==> config.mk <==
export PLATFORM = sky130hd
export DESIGN_NAME = fifo_rd_streamer
export DESIGN_NICKNAME = d
export VERILOG_FILES = /design/src/rtl/fifo_rd_streamer.sv
export SDC_FILE = /design/constraint.sdc
export NUM_CORES = 1
export LEC_CHECK = 0
export CAP_MARGIN = 10
export CORE_UTILIZATION = 53
export CTS_BUF_LIST = sky130_fd_sc_hd__clkbuf_16
export DETAILED_ROUTE_END_ITERATION = 12
export GPL_ROUTABILITY_DRIVEN = 0
export PLACE_DENSITY_LB_ADDON = 0.05
export SLEW_MARGIN = 10
export SYNTH_ARGS = -nofsm -noshare
export SYNTH_HDL_FRONTEND = slang
export SYNTH_SLANG_ARGS = --single-unit
==> constraint.sdc <==
create_clock -name rclk -period 3.75 [get_ports rclk]
set_input_delay 0.375 -clock rclk [delete_from_list [all_inputs] [get_ports rclk]]
set_output_delay 0.375 -clock rclk [all_outputs]
set_load 0.03 [all_outputs]
==> src/rtl/fifo_rd_streamer.sv <==
// fifo_rd_streamer: pulls words out of a FIFO read port (registered read data,
// valid the cycle after rinc) and presents them as a valid/ready stream through
// a 2-entry skid buffer, sustaining one word per cycle.
//
// State table
//   IDLE  | fetching disabled, buffer empty, nothing in flight
//   RUN   | fetching allowed while enable=1 and the buffer has credit
//   DRAIN | enable dropped: no new reads, finish the in-flight word and buffered words
//
// Optional feature: define FIFO_RD_STREAMER_CNT_EN to add the 16-bit rd_cnt
// output counting delivered words (wraps at 0xFFFF).
module fifo_rd_streamer #(
  parameter int DSIZE = 8
) (
  input  logic             rclk,
  input  logic             rrst_n,
  input  logic [DSIZE-1:0] rdata,
  input  logic             rempty,
  output logic             rinc,
  input  logic             enable,
  output logic [DSIZE-1:0] m_data,
  output logic             m_valid,
  input  logic             m_ready,
  output logic             busy
`ifdef FIFO_RD_STREAMER_CNT_EN
  ,
  output logic [15:0]      rd_cnt
`endif
);

  typedef enum logic [1:0] {
    IDLE  = 2'd0,
    RUN   = 2'd1,
    DRAIN = 2'd2
  } state_t;

  state_t           state;
  logic [DSIZE-1:0] buf_head;
  logic [DSIZE-1:0] buf_tail;
  logic [1:0]       occ;
  logic             inflight;
  logic             pop;
  logic             has_credit;

  // credit = 2 - occ - inflight + pop; credit >= 1 rewritten without negatives.
  assign pop        = m_valid & m_ready;
  assign has_credit = ({1'b0, occ} + {2'b00, inflight}) <= (3'd1 + {2'b00, pop});
  assign rinc       = (state == RUN) & enable & ~rempty & has_credit;
  assign m_valid    = (occ != 2'd0);
  assign m_data     = buf_head;
  assign busy       = (state != IDLE);

  // Sequencing: follow enable and wait for the buffer to empty before idling.
  always_ff @(posedge rclk or negedge rrst_n) begin
    if (!rrst_n) begin
      state <= IDLE;
    end else begin
      unique case (state)
        IDLE: begin
          if (enable) state <= RUN;
        end
        RUN: begin
          if (!enable) state <= ((occ != 2'd0) || inflight) ? DRAIN : IDLE;
        end
        DRAIN: begin
          if (enable)                            state <= RUN;
          else if ((occ == 2'd0) && !inflight)   state <= IDLE;
        end
        default: state <= IDLE;
      endcase
    end
  end

  // Skid buffer: capture the word read last cycle, shift on pop, keep FIFO order.
  // The head only changes on a pop or while empty, so m_data holds under backpressure.
  always_ff @(posedge rclk or negedge rrst_n) begin
    if (!rrst_n) begin
      inflight <= 1'b0;
      occ      <= 2'd0;
      buf_head <= '0;
      buf_tail <= '0;
    end else begin
      inflight <= rinc;
      unique case ({inflight, pop})
        2'b10: begin
          if (occ == 2'd0) buf_head <= rdata;
          else             buf_tail <= rdata;
          occ <= occ + 2'd1;
        end
        2'b01: begin
          buf_head <= buf_tail;
          occ      <= occ - 2'd1;
        end
        2'b11: begin
          if (occ == 2'd1) begin
            buf_head <= rdata;
          end else begin
            buf_head <= buf_tail;
            buf_tail <= rdata;
          end
        end
        default: ;
      endcase
    end
  end

`ifdef FIFO_RD_STREAMER_CNT_EN
  // Delivered-word counter, free-running wrap.
  always_ff @(posedge rclk or negedge rrst_n) begin
    if (!rrst_n) rd_cnt <= 16'h0000;
    else if (pop) rd_cnt <= rd_cnt + 16'h0001;
  end
`endif

endmodule

==> results.ini <==
[status]
outcome=completed

[clocking]
cts_tree=built
h-tree-depth=1
clock-root-buffer=clkbuf_16
post_cts_buffers=0
clock_sinks=21
numCtsBuffers=3
clock_path_buffers=2
hold_buffers=0
cts.clk_slew.worst_paths_ns=0.06
cts-resized-gates=0
insertion_delay_ns=0.25

[cells_and_area]
final_util=0.721
syn2layout_area_growth_pct=28.4
drive_gt1_frac=0.150
fillers=164
fin_nets=141
diodes=0

[die]
die_x_um=47.6
die_area_sq_um=2270
chipHeight_um=47.6
rows=16
ioPinCount=24
coreArea_sq_um=1960
start_util=0.562

[timing]
hold_violations=0
fin_crit_sh=0.890
slew_violations=0
rsz0062_at_grt=false
finClkSkew_ns=0.00467
relSlewSlack=0.385
holdWs_ns=0.487
worst_pin_slew_ns=0.919
fin_crit_ns=3.34
setup_viol=0
timing.fmax_ghz=0.300
fin_setup_tns_ns=0

[logic_synthesis]
yosysTopAreaCell=dfrtp_1
synthTopCellsByArea=dfrtp_1 48%, mux2_2 10%, mux2i_1 7.3%, ha_1 6.8%, nand2_1 4.4%
syn_inst=96
synth_top_area_frac=0.477
synth-seq-area-share=0.477
synth_warnings=0
syn_area_per_cell_sq_um=11.5
synth.distinct_cells=28
synth_fp_nets=116
ys_seq_elements=21
synth_area_sq_um=1100

[power_and_ir_drop]
p_switching_mw=0.452
combPwrFrac=0.484
power.total_mw=1.19
p_int_mw=0.736
leakage_nw=0.659
p_clk_frac=0.188
p_per_area_nw_per_um2=839
max-vdd-ir-drop_mv=0.575
p_seq_frac=0.329
p_sw_frac=0.380

[critical_path]
cp.required_ns=3.38
crit_fanout=4
critPathLaunchType=register
crit_chain=inv_1 -> ha_1 -> inv_1 -> nand2_1 -> inv_2 -> fa_1 -> o31a_1 -> a21oi_1 -> nor4_1 -> clkdlybuf4s50_1
crit_type=reg2out
worstPathArrival_ns=2.96
cpMostUsedCell=inv_1
crit_path_end_kind=output port
slowest_delay_ns=0.73
cp_slowest_cell=clkdlybuf4s50_1

[global_route]
busiest_layer=met1
grt_pass1_wl_mm=2.97
grt_max_degree=22
gr-usage-all-layers=0.198
grtUsageMet2=0.285
use_met1=0.287
grt_pass1_vias=629
overflow=0
antenna_found_initial=0
use_met3=0.0340

[drt]
finalWirelength_mm=1.96
first_iter_violations=4
vias=765
drc_errors=0
via_per_inst=5.20
drtPass1Iterations=4
antenna_left=0
wl_per_cell_um=13.3

[run]
max_cap_violations=0

[placed_design]
hpwl_mm=1.43
portBuffers=23

[min_path]
hp-class=reg2reg

-- cell usage after synthesis --
| cell | number |
|---|---|
| dfrtp_1 | 21 |
| nand2_1 | 13 |
| mux2_2 | 10 |
| mux2i_1 | 8 |
| inv_1 | 7 |
| o21ai_1 | 7 |
| ha_1 | 6 |
| a21oi_1 | 3 |
| buf_6 | 2 |
| a21o_1 | 1 |
| a21oi_4 | 1 |
| a22o_1 | 1 |
| a31oi_1 | 1 |
| buf_4 | 1 |
| fa_1 | 1 |
| inv_2 | 1 |
| nand2b_4 | 1 |
| nand3_2 | 1 |
| nand4_1 | 1 |
| nor2_1 | 1 |
| nor2b_1 | 1 |
| nor3_1 | 1 |
| nor4_1 | 1 |
| o2111a_1 | 1 |
| o21ai_0 | 1 |
| o31a_1 | 1 |
| or2_2 | 1 |
| xnor2_1 | 1 |
-- path summary, 6_finish.rpt --
kind                            cells after the start  slack [ns]                   from                      end
worst max-delay path                               10        0.41     occ[1]$_DFFE_PN0P_                     rinc
worst min-delay path                                2        0.49  m_data[3]$_DFFE_PN0P_    m_data[3]$_DFFE_PN0P_
worst max register to register                      9        1.62     occ[1]$_DFFE_PN0P_       inflight$_DFF_PN0_
worst min register to register                      2        0.49  m_data[3]$_DFFE_PN0P_    m_data[3]$_DFFE_PN0P_
max in group asynchronous                           1        2.55                 rrst_n  buf_tail[3]$_DFFE_PN0P_
min in group asynchronous                           1        0.64                 rrst_n    m_data[4]$_DFFE_PN0P_
-- metal layers --
metal	part of all wire	wire length [um]	vias to the layer above
met5	0	0	-
met4	0.016	31	0
met3	0.038	75	4
met2	0.47	919	24
met1	0.48	934	360
li1	-	-	377
-- critical path: cells and delay by family (launching register included) --
family,cells,cell delay [ns]
fa+ha+maj,2,0.78
flops,1,0.40
buf+inv,4,1.02
simple gates,2,0.31
compound gates,2,0.18
-- layout by cell type (no fill, tap or decap) --
cell,instances
a21o_1,1
a21oi_1,3
a21oi_4,1
a22o_1,1
a31oi_1,1
clkbuf_16,3
clkdlybuf4s50_1,23
dfrtp_1,21
fa_1,1
ha_1,6
inv_1,8
inv_2,1
mux2_2,10
mux2i_1,8
nand2_1,13
nand2b_4,1
nand3_2,1
nand4_1,1
nor2_1,1
nor2b_1,1
nor3_1,1
nor4_1,1
o2111a_1,1
o21ai_0,1
o21ai_1,7
o31a_1,1
or2_2,1
xnor2_1,1
-- per-stage QoR --
stage	setup slack, ns	std cells	instance area (sq um)
floorplan	0.801	96	1100
global placement	0.621	143	1340
detailed placement	0.595	143	1340
CTS	0.392	147	1420
global route	0.165	147	1420
finish	0.412	147	1420
-- power groups by stage --
| stage | combinational [mW] | sequential (mW) | clock, mW |
|---|---|---|---|
| 2_1_floorplan | 0.348 | 0.455 | 0 |
| 3_3_place_gp | 0.556 | 0.389 | 0 |
| 3_5_place_dp | 0.576 | 0.396 | 0 |
| 4_1_cts | 0.580 | 0.392 | 0.227 |
| 5_1_grt | 0.633 | 0.404 | 0.235 |
| 6_report | 0.574 | 0.390 | 0.223 |
-- final cells by class --
cell class	instances	area, sq um	share of cell area
Clock inverter	1	3.75	0.00265
Timing Repair Buffer	23	230	0.163
Sequential cell	21	526	0.371
Clock buffer	3	75.1	0.0531
Multi-Input combinational cell	64	517	0.365
Inverter	8	30.0	0.0212
Tap cell	27	33.8	0.0239
-- logic make-up (layout without fill, tap and decap cells) --
kind of cell               Yosys count  count (layout)  share of synthesized area
DFF                                 21              21                      0.477
and+or+nand+nor                     21              21                     0.0965
muxes                               18              18                      0.175
AOI/OAI and AO/OA                   17              17                      0.103
buffers and inverters               11              35                     0.0545
adders and majority gates            7               7                     0.0863
xor gates and xnor gates             1               1                    0.00795
-- registers in the layout (all words and copies together) (netlist names) --
| register | flops |
|---|---|
| m_data | 8 |
| buf_tail | 8 |
| inflight | 1 |
| occ | 2 |
| state | 2 |
(Power assumes the default switching activity.)
